$ cat src/rtl/inst_loader_if.sv
// Byte-stream handshake and instruction-memory write port of the loader.
// The loader side uses modport master; the source/memory side uses slave.
interface inst_loader_if;
    logic        byte_valid;
    logic [7:0]  byte_data;
    logic        byte_ready;
    logic        wr_en;
    logic [31:0] wr_addr;
    logic [31:0] wr_data;

    modport master (
        input  byte_valid, byte_data,
        output byte_ready, wr_en, wr_addr, wr_data
    );

    modport slave (
        output byte_valid, byte_data,
        input  byte_ready, wr_en, wr_addr, wr_data
    );
endinterface

$ cat src/rtl/inst_loader.sv
// Instruction loader: assembles MSB-first bytes into 32-bit words and writes
// them to consecutive memory indices, holding the CPU until a load completes.
module inst_loader #(
    parameter int MEM_DEPTH = 1024
) (
    input  logic          clk,
    input  logic          rst,
    input  logic          start,
    input  logic [10:0]   word_count,
    inst_loader_if.master bus,
    output logic          busy,
    output logic          done,
    output logic          err,
    output logic          cpu_hold
);

    typedef enum logic [1:0] {IDLE, RECV, WRITE, DONE} state_t;

    localparam logic [11:0] DEPTH = 12'(MEM_DEPTH);

    state_t      state_q, state_d;
    logic [10:0] cnt_q;
    logic [10:0] idx_q;
    logic [1:0]  bcnt_q;
    logic [31:0] asm_q;

    logic count_ok, start_ok, last_word;

    assign count_ok  = (word_count != 11'd0) && ({1'b0, word_count} <= DEPTH);
    assign start_ok  = start && count_ok;
    assign last_word = (idx_q == cnt_q - 11'd1);

    assign bus.wr_addr = 32'(idx_q);
    assign bus.wr_data = asm_q;

    always_ff @(posedge clk) begin
        if (!rst) state_q <= IDLE;
        else      state_q <= state_d;
    end

    always_comb begin
        state_d        = state_q;
        bus.byte_ready = 1'b0;
        bus.wr_en      = 1'b0;
        busy           = 1'b0;
        done           = 1'b0;
        case (state_q)
            IDLE: begin
                if (start_ok) state_d = RECV;
            end
            RECV: begin
                bus.byte_ready = 1'b1;
                busy           = 1'b1;
                if (bus.byte_valid && bcnt_q == 2'd3) state_d = WRITE;
            end
            WRITE: begin
                bus.wr_en = 1'b1;
                busy      = 1'b1;
                state_d   = last_word ? DONE : RECV;
            end
            DONE: begin
                done = 1'b1;
                if (start_ok) state_d = RECV;
            end
            default: state_d = IDLE;
        endcase
    end

    always_ff @(posedge clk) begin
        if (!rst) begin
            cnt_q    <= '0;
            idx_q    <= '0;
            bcnt_q   <= '0;
            asm_q    <= '0;
            err      <= 1'b0;
            cpu_hold <= 1'b1;
        end else begin
            case (state_q)
                IDLE, DONE: begin
                    if (start_ok) begin
                        cnt_q    <= word_count;
                        idx_q    <= '0;
                        bcnt_q   <= '0;
                        err      <= 1'b0;
                        cpu_hold <= 1'b1;
                    end else if (start) begin
                        err <= 1'b1;
                    end
                end
                RECV: begin
                    if (bus.byte_valid) begin
                        asm_q  <= {asm_q[23:0], bus.byte_data};
                        bcnt_q <= bcnt_q + 2'd1;
                    end
                end
                WRITE: begin
                    // The index is held on the final word so it never reaches MEM_DEPTH.
                    if (last_word) cpu_hold <= 1'b0;
                    else           idx_q    <= idx_q + 11'd1;
                end
                default: ;
            endcase
        end
    end

endmodule

$ cat src/flat_wrapper.sv
// flat-port wrapper written by rule: the top's interface ports become plain ports
module inst_loader_flat 
#(
    parameter int MEM_DEPTH = 1024
)
  (clk, rst, start, word_count, busy, done, err, cpu_hold, bus_byte_valid, bus_byte_data, bus_byte_ready, bus_wr_en, bus_wr_addr, bus_wr_data);
  inst_loader_if bus_i ();
  input  logic clk;
  input  logic rst;
  input  logic start;
  input  logic [10:0] word_count;
  output logic busy;
  output logic done;
  output logic err;
  output logic cpu_hold;
  input wire logic [$bits(bus_i.byte_valid)-1:0] bus_byte_valid;
  input wire logic [$bits(bus_i.byte_data)-1:0] bus_byte_data;
  output wire logic [$bits(bus_i.byte_ready)-1:0] bus_byte_ready;
  output wire logic [$bits(bus_i.wr_en)-1:0] bus_wr_en;
  output wire logic [$bits(bus_i.wr_addr)-1:0] bus_wr_addr;
  output wire logic [$bits(bus_i.wr_data)-1:0] bus_wr_data;
  assign bus_i.byte_valid = bus_byte_valid;
  assign bus_i.byte_data = bus_byte_data;
  assign bus_byte_ready = bus_i.byte_ready;
  assign bus_wr_en = bus_i.wr_en;
  assign bus_wr_addr = bus_i.wr_addr;
  assign bus_wr_data = bus_i.wr_data;
  inst_loader #(.MEM_DEPTH(MEM_DEPTH)) u_core (.clk(clk), .rst(rst), .start(start), .word_count(word_count), .bus(bus_i), .busy(busy), .done(done), .err(err), .cpu_hold(cpu_hold));
endmodule
$ cat config.mk
export PLATFORM = sky130hd
export DESIGN_NAME = inst_loader_flat
export DESIGN_NICKNAME = d
export VERILOG_FILES = /design/src/rtl/inst_loader_if.sv /design/src/rtl/inst_loader.sv /design/src/flat_wrapper.sv
export SDC_FILE = /design/constraint.sdc
export NUM_CORES = 1
export LEC_CHECK = 0
export ABC_AREA = 1
export CORE_UTILIZATION = 47
export CTS_CLUSTER_SIZE = 24
export DETAILED_ROUTE_END_ITERATION = 12
export GPL_TIMING_DRIVEN = 0
export PLACE_DENSITY = 0.8
export SYNTH_ARGS = -nofsm -noshare
export SYNTH_HDL_FRONTEND = slang
export SYNTH_SLANG_ARGS = --single-unit
$ cat constraint.sdc
create_clock -name clk -period 2.04 [get_ports clk]
set_input_delay 0.408 -clock clk [delete_from_list [all_inputs] [get_ports clk]]
set_output_delay 0.408 -clock clk [all_outputs]
set_load 0.05 [all_outputs]
Word level (Yosys, flattened, before mapping)
Cells that the tools add are included.
{"block": "word_totals", "elab_cells": 57, "inputBits": 23, "register_bits": 60, "output_inout_bits": 70}
{"block": "classes", "reduce_logical": 17, "mux": 19, "eq_ne": 10, "n_lt_le_gt_ge": 1, "add_sub_neg": 3}
{"operator": "$mux 11", "n": 2}
{"operator": "$pmux 11 s2", "n": 1}
{"operator": "$add 11x1->11 const B", "n": 1}
{"operator": "$eq 11x11->1", "n": 1}
{"operator": "$le 11x11->1 const B", "n": 1}
{"operator": "$reduce_bool 11->1", "n": 1}
{"operator": "$sub 11x1->11 const B", "n": 1}
{"operator": "$mux 2", "n": 5}
{"operator": "$reduce_and 3->1", "n": 3}
{"operator": "$mux 1", "n": 8}
{"operator": "$reduce_and 2->1", "n": 4}
{"operator": "$eq 2x2->1 const B", "n": 3}
{"operator": "$ne 2x1->1 const B", "n": 3}
{"operator": "$pmux 2 s3", "n": 1}
{"operator": "$reduce_bool 2->1", "n": 3}
{"operator": "$ne 2x2->1 const B", "n": 2}
{"operator": "$pmux 2 s2", "n": 1}
{"operator": "$reduce_or 2->1", "n": 2}
{"operator": "$logic_and 1x1->1", "n": 3}
{"operator": "$add 2x1->2 const B", "n": 1}
{"operator": "$eq 2x1->1 const B", "n": 1}
{"operator": "$logic_not 2->1", "n": 1}
{"operator": "$pmux 1 s2", "n": 1}

Logic depth before layout (Yosys ltp)
Gate-level depths: netlist (run 1).
{"block": "logic_depth", "ltp_word": 5, "depth_mapped": 14, "mapped_depth_nobuf": 14}

Least setup slack after synthesis (run 1)
Ideal clock, no wire load.
{"block": "synth_timing", "kind": "reg-to-reg", "startpoint": "register u_core.state_q[0]", "endpoint": "register u_core.idx_q[2]", "setup_time_ns": 0.070, "synth_period_minus_slack_ns": 1.989, "path_buffers": 1, "t_arrival_ns": 1.919, "path_slack_ns": 0.051, "stages_incl_launch_ff": 14, "t_required_ns": 1.970, "path_cell_list": "dfxtp_1 -> inv_1 -> ha_1 -> nand2_1 -> nor2_1 -> nand2_1 -> nor3_1 -> nand2_1 -> nor2_2 -> nand3_2 -> nand3_2 -> buf_6 -> nand2_1 -> a21oi_1"}
{"block": "synth_via", "elab_chain_len": 4, "word_cells_on_any_way": 9, "classes_between": "4 x eq/ne; 1 x mux; 4 x reduce/logical"}
{"item": "start, declared", "line": "inst_loader.sv:21", "text": "state_t state_q, state_d;"}
{"item": "start signal, assigned", "line": "inst_loader.sv:38", "text": "else state_q <= state_d;"}
{"item": "$eq 2x2->1 or $logic_not 2->1 (tied branches)", "line": "inst_loader.sv:78", "text": "case (state_q)"}
{"item": "$reduce_or 2->1 (no line)"}
{"item": "$ne 2x1->1 (no line) or $reduce_bool 2->1 (tied branches)"}
{"item": "$reduce_and 3->1 (no line)"}
{"item": "end signal, assigned", "line": "inst_loader.sv:99", "text": "else idx_q <= idx_q + 11'd1;"}
{"item": "end, declared", "line": "inst_loader.sv:23", "text": "logic [10:0] idx_q;"}
Several ways; a longest one is shown, not always the timed one.
A chain may end at the register's enable or synchronous reset.

Worst setup path after layout (run 1)
{"block": "layout_timing", "startpoint": "register u_core.idx_q[3]", "endpoint": "output port bus_wr_addr[3]"}
{"item": "end, declared", "line": "flat_wrapper.sv:20", "text": "output wire logic [$bits(bus_i.wr_addr)-1:0] bus_wr_addr;"}
No word-level cell between the ends.

==> results of run 1 <==
[cell families after synthesis]
logic type      after synthesis  synth area share, %
flops                        60                38.65
other cells                   1               0.1207
buf+inv                      76                12.08
xor+xnor                     11                3.100
fa+ha+maj                     6                2.415
simple gates                225                31.32
compound gates               76                12.32
[per-stage QoR]
stage / area [µm²] / setup slack [ns] / hold WS (ns) / setup TNS [ns]
floorplan: 3183 / 0.05072 / 0.4570 / 0
global placement: 3980 / -0.2768 / 0.4381 / -5.537
detailed placement: 3980 / -0.3280 / 0.4595 / -6.984
CTS: 4170 / 0.03708 / 0.4714 / 0
global route: 4257 / -0.01747 / 0.4889 / -0.06079
finish: 4257 / 0.05697 / 0.4717 / 0
[layout by cell type (no fill, tap or decap), drive strengths merged]
| master | instances |
|---|---|
| ha | 6 |
| dfxtp | 60 |
| conb | 21 |
| buf | 27 |
| clkinv | 1 |
| a211oi | 1 |
| nor3 | 4 |
| bufinv | 1 |
| a21oi | 28 |
| nor3b | 2 |
| inv | 36 |
| dlygate4sd2 | 12 |
| clkbuf | 29 |
| clkinvlp | 2 |
| nand4 | 14 |
| nand3b | 5 |
| nor2 | 101 |
| nand2 | 81 |
| nand3 | 18 |
| xnor2 | 2 |
| clkdlybuf4s50 | 57 |
| o21ai | 47 |
| xor2 | 9 |
[timing repair]
item | 4_1_cts | 5_1_grt
cloned | 0 | 1
setup buffers | 0 | 2
endpoints found under the hold margin | 0 | 0
gates resized for setup | 17 | 28
setup endpoints to repair | 13 | 25
pin swaps | 0 | 5
[flip-flops by register name, indices dropped and copies added (netlist names)]
| signal | flops |
|---|---|
| u_core.bus.wr_data | 32 |
| u_core.err | 1 |
| u_core.idx_q | 11 |
| u_core.cnt_q | 11 |
| u_core.state_q | 2 |
| u_core.cpu_hold | 1 |
| u_core.bcnt_q | 2 |
[worst max-delay path by stage]
stage / cells after the start / to / slack, ns
2_1_floorplan: 13 / u_core.idx_q[2] / 0.05
3_3_place_gp: 9 / u_core.idx_q[3] / -0.28
3_5_place_dp: 9 / u_core.idx_q[2] / -0.33
4_1_cts: 9 / u_core.idx_q[2] / 0.04
5_1_grt: 12 / u_core.idx_q[4] / -0.02
6_report: 1 / bus_wr_addr[3] / 0.06
[final cells by class]
type                    instances  area [µm²]  area share, %
multi-input cells             339        1655          38.89
flip-flops and latches         60        1204          28.28
repair buffers                 73       709.4          16.67
plain buffers                  41       250.2          5.879
clock buffers                  11       151.4          3.557
inverters                      35       131.4          3.086
well taps                      77       96.34          2.263
clock inverters                 5       58.81          1.382
[power by group through the flow]
stage / clock network, µW / logic [µW] / registers (µW)
floorplan: 0 / 1550 / 2270
global placement: 0 / 2870 / 1680
detailed placement: 0 / 2940 / 1680
CTS: 1130 / 2910 / 1660
global route: 1180 / 3340 / 1700
finish: 1120 / 3070 / 1660
[worst reg2reg max path: stages, from the launching register on]
cell	delay (ns)
dfxtp_2	0.33
inv_1	0.07
ha_2	0.32
xor2_1	0.14
nand2_1	0.09
nor3_2	0.11
nand2_1	0.08
nor2_2	0.15
nand3_4	0.13
buf_4	0.20
nand4_1	0.08
a21oi_1	0.08
[per-layer routing]
metal	part of all wire [%]	routed length (µm)
met2	49	3812
met3	9.2	723
met4	1.6	123
met1	41	3184
met5	0	0
==> impl_metrics.py, run 1 <==
metrics = {
    "power": {
        "power_per_cell_area_mw_per_mm2": 1373,
        "p_sw_uw": 2776,
        "p_leak_uw": 0.001839,
        "total_power_uw": 5844,
        "irDropWorstVdd_mv": 1.033,
        "pwr-share-comb_pct": 52.5,
        "p_sw_share_pct": 47.50,
        "seq_power_share_pct": 28.4,
        "clock_power_share_pct": 19.2,
        "p_int_uw": 3068,
    },
    "logic_synthesis": {
        "synthArstFlopShare_pct": 0,
        "syn_area_per_cell_um2": 6.831,
        "synth_flop_cell": "dfxtp_1",
        "yosysSeqAreaShare_pct": 38.65,
        "synth_top_area_cell": "dfxtp_1",
        "yosysUniqueCellTypes": 24,
        "synth_area_leaders": "dfxtp_1, nor2_1, nand2_1, o21ai_0, buf_4",
        "ys_seq_elements": 60,
        "synth_top_area_share_pct": 38.65,
        "synth_common_cells": "nor2_1, nand2_1, dfxtp_1",
        "synth_area_mm2": 0.003108,
        "syn_inst": 455,
        "yosysWarnings": 0,
        "synth_enable_flop_cells": 0,
        "synth.most_common_cell": "nor2_1",
    },
    "finish": {
        "instances_no_fill": 641,
        "final_core_util_pct": 67.03,
        "nFillCells": 561,
        "nets": 588,
        "drive_above_1_share_pct": 12.06,
        "syn2layout_area_growth_pct": 36.96,
        "diodes": 0,
    },
    "die": {
        "coreArea_mm2": 0.006350,
        "dieArea_mm2": 0.006942,
        "num_rows": 29,
        "chipHeight_um": 83.32,
        "io_pins": 93,
        "die_w_um": 83.32,
        "start_util_pct": 48.95,
    },
    "route": {
        "routed_wl_um": 7843,
        "drt_pass1_iterations": 4,
        "route.detailed.drc": 0,
        "drt-vias-per-instance": 4.972,
        "wire_per_inst_um": 12.24,
        "route.antenna.remaining_nets": 0,
        "vias": 3187,
        "drt_iter0_drc": 197,
    },
    "global_route": {
        "grt_pass1_wl_um": 12980,
        "globalRouteMet1Util_pct": 24.56,
        "antenna_found_initial": 0,
        "busiest_layer": "met2",
        "grt_use_met3_pct": 9.841,
        "grt_max_degree": 12,
        "track_usage_pct": 23.61,
        "use_met2_pct": 42.25,
        "gr-total-overflow": 0,
        "grt_pass1_vias": 3021,
    },
    "worst_setup_path": {
        "crit_start": "u_core.idx_q[3]",
        "cp_top_family": "buffers and inverters",
        "path_class": "flop to output port",
        "worstSetupEndpointType": "output port",
        "reg2reg_depth": 11,
        "slowest_stage": "clkdlybuf4s50_1",
        "path_max_fanout": 5,
        "critPathMaxStageDelay_ns": 0.83,
        "r2r_start": "u_core.cnt_q[0]",
        "crit_buf_inv": 1,
        "rrSetupSlack_ns": 0.11,
        "critPathArrivalTime_ns": 1.58,
        "start_kind": "flop",
        "crit_chain": "clkdlybuf4s50_1",
        "r2r-end": "u_core.idx_q[2]",
        "critPathRequiredTime_ns": 1.63,
    },
    "clock_tree": {
        "cts-htree-levels": 3,
        "clock_sinks": 60,
        "clock_latency_ns": 0.35,
        "clockBufferDepth": 2,
        "hold_buffers": 0,
        "root_buffer": "clkbuf_8",
        "cts_tree": "built",
        "clkTransAtPathRegs_ns": 0.07,
        "numCtsBuffers": 9,
    },
    "hold_path": {
        "hp-class": "flop to flop",
        "whs_path_depth": 2,
        "holdPathEnd": "u_core.cpu_hold",
        "hold_path.startpoint": "u_core.cpu_hold",
    },
    "placement": {
        "hpwl_um": 5794,
        "place_congestion": 0.8792,
        "placed_cells": 622,
        "io_buffers": 70,
    },
    "job": {
        "maxCapViolations": 0,
    },
    "sta": {
        "hold_viol_final": 0,
        "rsz0062_at_grt": "true",
        "tightest_slew_ns": 0.5631,
        "drv_slew": 0,
        "period_minus_slack_ns": 1.983,
        "fmax_mhz": 504.3,
        "finalSetupViolations": 0,
        "fin_skew_ns": 0.01195,
        "relSlewSlack_pct": 62.46,
        "fin_crit_sh_pct": 97.21,
    },
    "run_status": {
        "run_status": "complete, no violations",
    },
}
No activity file was read; power rests on OpenSTA's default activity.
==> run 2, diff against run 1 <==
--- a/config.mk
+++ b/config.mk
@@ -7,10 +7,9 @@
 export LEC_CHECK = 0
 export ABC_AREA = 1
 export CORE_UTILIZATION = 47
-export CTS_CLUSTER_SIZE = 24
 export DETAILED_ROUTE_END_ITERATION = 12
 export GPL_TIMING_DRIVEN = 0
-export PLACE_DENSITY = 0.8
+export PLACE_DENSITY_LB_ADDON = 0.12
 export SYNTH_ARGS = -nofsm -noshare
 export SYNTH_HDL_FRONTEND = slang
 export SYNTH_SLANG_ARGS = --single-unit
==> run 2 against run 1 <==
  * Critical path depth did not move
  * Die area did not move
  * Clock power rose by 9.8%
  * Clock-buffer cell count did not move
  * Power rose by 0.93%
  * Register-to-register slack improved by 0.05 ns
  * Cell area fell by 0.15%
  * Setup slack got worse by 0.021 ns
  * Hold slack got worse by 0.026 ns
  * First-iteration DRC count fell by 27%
  * Sequential power barely moved
  * Critical path type unchanged
==> impl_metrics.py, run 2 (same netlist as run 1, synthesis figures left out) <==
metrics = {
    "run_status": {
        "run_status": "complete, no violations",
    },
    "die": {
        "chipHeight_um": 83.32,
        "dieArea_mm2": 0.006942,
        "die_w_um": 83.32,
        "start_util_pct": 48.95,
        "num_rows": 29,
        "io_pins": 93,
        "coreArea_mm2": 0.006350,
    },
    "route": {
        "route.detailed.drc": 0,
        "drt_pass1_iterations": 5,
        "vias": 3099,
        "wire_per_inst_um": 11.92,
        "route.antenna.remaining_nets": 0,
        "drt_iter0_drc": 144,
        "routed_wl_um": 7607,
        "drt-vias-per-instance": 4.857,
    },
    "worst_setup_path": {
        "cp_top_family": "buffers and inverters",
        "start_kind": "flop",
        "reg2reg_depth": 12,
        "worstSetupEndpointType": "output port",
        "critPathArrivalTime_ns": 1.60,
        "critPathRequiredTime_ns": 1.63,
        "path_class": "flop to output port",
        "rrSetupSlack_ns": 0.16,
        "r2r-end": "u_core.idx_q[6]",
        "r2r_start": "u_core.cnt_q[0]",
        "critPathMaxStageDelay_ns": 0.84,
        "crit_buf_inv": 1,
        "path_max_fanout": 4,
        "slowest_stage": "clkdlybuf4s50_1",
        "crit_chain": "clkdlybuf4s50_1",
    },
    "clock_tree": {
        "clock_sinks": 60,
        "root_buffer": "clkbuf_8",
        "clock_latency_ns": 0.35,
        "cts_tree": "built",
        "clkTransAtPathRegs_ns": 0.07,
        "numCtsBuffers": 9,
        "clockBufferDepth": 2,
        "cts-htree-levels": 3,
    },
    "finish": {
        "layout_common_cells": "nor2_1, nand2_1, dfxtp_1",
        "drive_above_1_share_pct": 11.94,
        "instances_no_fill": 638,
        "nets": 586,
        "fin_area_mm2": 0.004250,
        "layout_commonest_cell": "nor2_1",
        "syn2layout_area_growth_pct": 36.76,
        "diodes": 0,
        "largest_register_ffs": 32,
    },
    "sta": {
        "hold_viol_final": 0,
        "finalSetupViolations": 0,
        "fmax_mhz": 499.0,
        "drv_slew": 0,
        "fin_ws_ns": 0.03592,
        "period_minus_slack_ns": 2.004,
        "fin_skew_ns": 0.01005,
        "fin_crit_sh_pct": 98.24,
        "relSlewSlack_pct": 64.09,
        "tightest_slew_ns": 0.5370,
        "fin_setup_tns_ns": 0,
        "whs_ns": 0.4453,
    },
    "global_route": {
        "grt_pass1_wl_um": 12410,
        "track_usage_pct": 22.24,
        "grt_pass1_vias": 2741,
        "gr-total-overflow": 0,
        "grt_max_degree": 11,
        "antenna_found_initial": 0,
    },
    "placement": {
        "place_congestion": 0.8506,
        "hpwl_um": 5714,
        "dp_slack_ns": -0.3797,
        "io_buffers": 70,
        "placed_cells": 622,
        "placed_area_mm2": 0.003980,
    },
    "power": {
        "power_per_cell_area_mw_per_mm2": 1388,
        "p_leak_uw": 0.001849,
        "irDropWorstVdd_mv": 1.052,
    },
    "hold_path": {
        "hold_path.startpoint": "rst",
        "hp-class": "primary input to flop",
        "holdPathEnd": "u_core.cnt_q[0]",
        "whs_path_depth": 3,
    },
    "job": {
        "maxCapViolations": 0,
    },
}
run 2: layout make-up:
class,count,area (µm²)
Clock inverter,4,72.57
Sequential cell,60,1202
Buffer,41,249.0
Fill cell,585,2100
Clock buffer,11,151.4
Timing Repair Buffer,71,696.9
Multi-Input combinational cell,339,1650
Inverter,35,131.4
Tap cell,77,96.34
run 2: how the worst max path moves through the flow:
stage	to	slack (ns)	cells past startpoint	startpoint
global route	u_core.cnt_q[9]	-0.004	10	word_count[6]
CTS	u_core.idx_q[3]	0.005	9	word_count[4]
detailed placement	u_core.cnt_q[2]	-0.38	10	word_count[4]
finish	bus_wr_addr[10]	0.04	1	u_core.idx_q[10]
global placement	u_core.idx_q[10]	-0.31	9	word_count[4]
floorplan	u_core.idx_q[2]	0.05	13	u_core.state_q[0]
run 2: power breakdown:
part / internal (µW) / switching, µW
Combinational: 984 / 2020
Clock: 746 / 489
Sequential: 1440 / 223
Total: 3170 / 2730
run 2: per-layer routing:
layer,vias up,global-route usage [%],wire [µm]
li1,1630,-,-
met1,1378,30.11,3639
met2,80,33.83,3358
met3,11,5.666,494
met4,0,8.777,114
met5,-,0,0
run 2: repair_timing:
item,in CTS,in global routing
pin swaps,0,1
gates resized for setup,16,27
hold endpoints to repair,0,0
endpoints found under the setup margin,15,28
hold buffers,0,0
setup buffers,0,1
run 2: worst register-to-register path: stages (launching register included):
cell     delay (ns)
dfxtp_2        0.34
inv_2          0.06
ha_4           0.26
xor2_1         0.13
nand2_1        0.08
nor3_1         0.18
nand2_1        0.08
nor2_2         0.10
nand3_2        0.13
nand3_2        0.12
buf_6          0.14
nand2_1        0.05
a21oi_1        0.12
run 2: per-stage QoR:
| stage | util, % | power [µW] |
|---|---|---|
| after floorplan | - | 3818 |
| after global placement | 62.68 | 4556 |
| after detailed placement | 62.68 | 4612 |
| after CTS | 65.97 | 5796 |
| after global routing | 66.94 | 6290 |
| final | 66.94 | 5899 |
==> run 3, diff against run 2 <==
--- a/config.mk
+++ b/config.mk
@@ -6,8 +6,9 @@
 export NUM_CORES = 1
 export LEC_CHECK = 0
 export ABC_AREA = 1
-export CORE_UTILIZATION = 47
+export CORE_UTILIZATION = 55
 export DETAILED_ROUTE_END_ITERATION = 12
+export DONT_BUFFER_PORTS = 1
 export GPL_TIMING_DRIVEN = 0
 export PLACE_DENSITY_LB_ADDON = 0.12
 export SYNTH_ARGS = -nofsm -noshare
==> run 3 against run 2 <==
  * Cell area down 15%
  * Die area fell by 14%
  * Sequential share of layout area increased by 5.6 points
  * Power decreased by 7.1%
  * Clock-buffer cell count increased by 2
  * Utilization decreased by 1.2 points
  * Combinational power down 32%
  * Hold slack got worse by 0.23 ns
  * Clock skew is 0.0027 ns lower
  * Largest cell class unchanged
  * Largest power group is now sequential cells
==> impl_metrics.py, run 3 (same netlist as run 1, synthesis figures left out) <==
metrics = {
    "run_status": {
        "run_status": "complete, no violations",
    },
    "worst_setup_path": {
        "r2r_start": "u_core.state_q[0]",
        "path_max_fanout": 10,
        "critPathRequiredTime_ns": 2.30,
        "start_kind": "flop",
        "crit_start": "u_core.state_q[0]",
        "rrSetupSlack_ns": 0.14,
        "worstSetupEndpointType": "flop",
        "r2r-end": "u_core.idx_q[3]",
        "path_class": "flop to flop",
        "critPathArrivalTime_ns": 2.16,
        "setup.worst_path.end": "u_core.idx_q[3]",
        "reg2reg_depth": 7,
    },
    "sta": {
        "period_minus_slack_ns": 1.898,
        "fin_crit_sh_pct": 93.03,
        "tightest_slew_ns": 0.7298,
        "fin_ws_ns": 0.1423,
        "finalSetupViolations": 0,
        "rsz0062_at_grt": "true",
        "fmax_mhz": 527.0,
        "hold_viol_final": 0,
        "relSlewSlack_pct": 51.28,
        "fin_skew_ns": 0.007361,
        "fin_setup_tns_ns": 0,
        "drv_slew": 0,
    },
    "clock_tree": {
        "hold_buffers": 0,
        "numCtsBuffers": 9,
        "cts_tree": "built",
        "root_buffer": "clkbuf_8",
        "cts-htree-levels": 3,
        "clock_sinks": 60,
        "clock_latency_ns": 0.34,
        "clockBufferDepth": 2,
        "clkTransAtPathRegs_ns": 0.07,
    },
    "power": {
        "power_per_cell_area_mw_per_mm2": 1524,
        "p_leak_uw": 0.001533,
        "irDropWorstVdd_mv": 1.198,
    },
    "route": {
        "routed_wl_um": 7339,
        "drt_pass1_iterations": 4,
        "drt_iter0_drc": 157,
        "drt-vias-per-instance": 5.064,
        "route.detailed.drc": 0,
        "route.antenna.remaining_nets": 0,
        "wire_per_inst_um": 12.99,
        "vias": 2861,
    },
    "global_route": {
        "antenna_found_initial": 0,
        "grt_pass1_wl_um": 12360,
        "track_usage_pct": 26.20,
        "grt_pass1_vias": 2615,
        "grt_max_degree": 11,
        "gr-total-overflow": 0,
    },
    "finish": {
        "layout_commonest_cell": "nor2_1",
        "diodes": 0,
        "nets": 517,
        "layout_common_cells": "nor2_1, nand2_1, dfxtp_1",
        "largest_register_ffs": 32,
        "drive_above_1_share_pct": 16.63,
        "syn2layout_area_growth_pct": 15.78,
    },
    "placement": {
        "dp_slack_ns": -0.2180,
        "io_buffers": 0,
        "hpwl_um": 5328,
        "place_congestion": 0.8354,
    },
    "die": {
        "dieArea_mm2": 0.005955,
        "num_rows": 27,
        "io_pins": 93,
        "chipHeight_um": 77.17,
        "die_w_um": 77.17,
        "coreArea_mm2": 0.005473,
        "start_util_pct": 56.79,
    },
    "hold_path": {
        "hp-class": "primary input to flop",
    },
    "job": {
        "maxCapViolations": 0,
    },
}
run 3: cell type report:
type,count,area (µm²)
Clock inverter,3,45.04
Sequential cell,60,1220
Timing Repair Buffer,2,18.77
Buffer,41,252.7
Fill cell,525,1874
Inverter,35,135.1
Clock buffer,13,158.9
Multi-Input combinational cell,339,1678
Tap cell,72,90.09
run 3: through the flow:
step                hold WS [ns]  power, µW  instance area (µm²)  util (%)  std cells
floorplan                 0.4570       3818                 3183         -        475
global placement          0.4759       4137                 3273     59.81        547
detailed placement        0.4943       4178                 3273     59.81        547
CTS                       0.2076       5320                 3497     63.90        563
global route              0.2385       5868                 3598     65.75        565
finish                    0.2176       5483                 3598     65.75        565
run 3: worst min path at each step:
| stage | startpoint | to | depth (start not counted) |
|---|---|---|---|
| finish | word_count[3] | u_core.cnt_q[3] | 2 |
| global route | word_count[3] | u_core.cnt_q[3] | 2 |
| CTS | word_count[3] | u_core.cnt_q[3] | 2 |
| detailed placement | u_core.bcnt_q[0] | u_core.bcnt_q[0] | 2 |
| global placement | u_core.bcnt_q[0] | u_core.bcnt_q[0] | 2 |
| floorplan | u_core.bcnt_q[0] | u_core.bcnt_q[0] | 2 |
run 3: critical path, stage by stage (launching register included):
cell,delay (ns)
dfxtp_2,0.36
inv_2,0.05
ha_4,0.30
clkinvlp_4,0.31
nand2_2,0.25
clkbuf_2,0.26
nand4_1,0.14
a21oi_2,0.14
run 3: timing repair:
item	in CTS	in global routing
gates resized for setup	7	41
pin swaps	0	2
cloned	0	1
endpoints found under the setup margin	53	53
buffers inserted	0	1
run 3: report_power, final:
group / leakage, µW / switching [µW] / internal, µW
clock: 0.0000959 / 467 / 632
combinational: 0.000942 / 1350 / 703
sequential: 0.000495 / 890 / 1440
total: 0.00153 / 2700 / 2780
run 3: routing by layer:
layer	wire, µm	share of wire, %	up-vias	track usage [%]
li1	-	-	1489	-
met1	3466	47	1271	34.69
met2	3132	43	88	39.65
met3	594	8.1	13	7.143
met4	145	2.0	0	11.51
met5	0	0	-	0
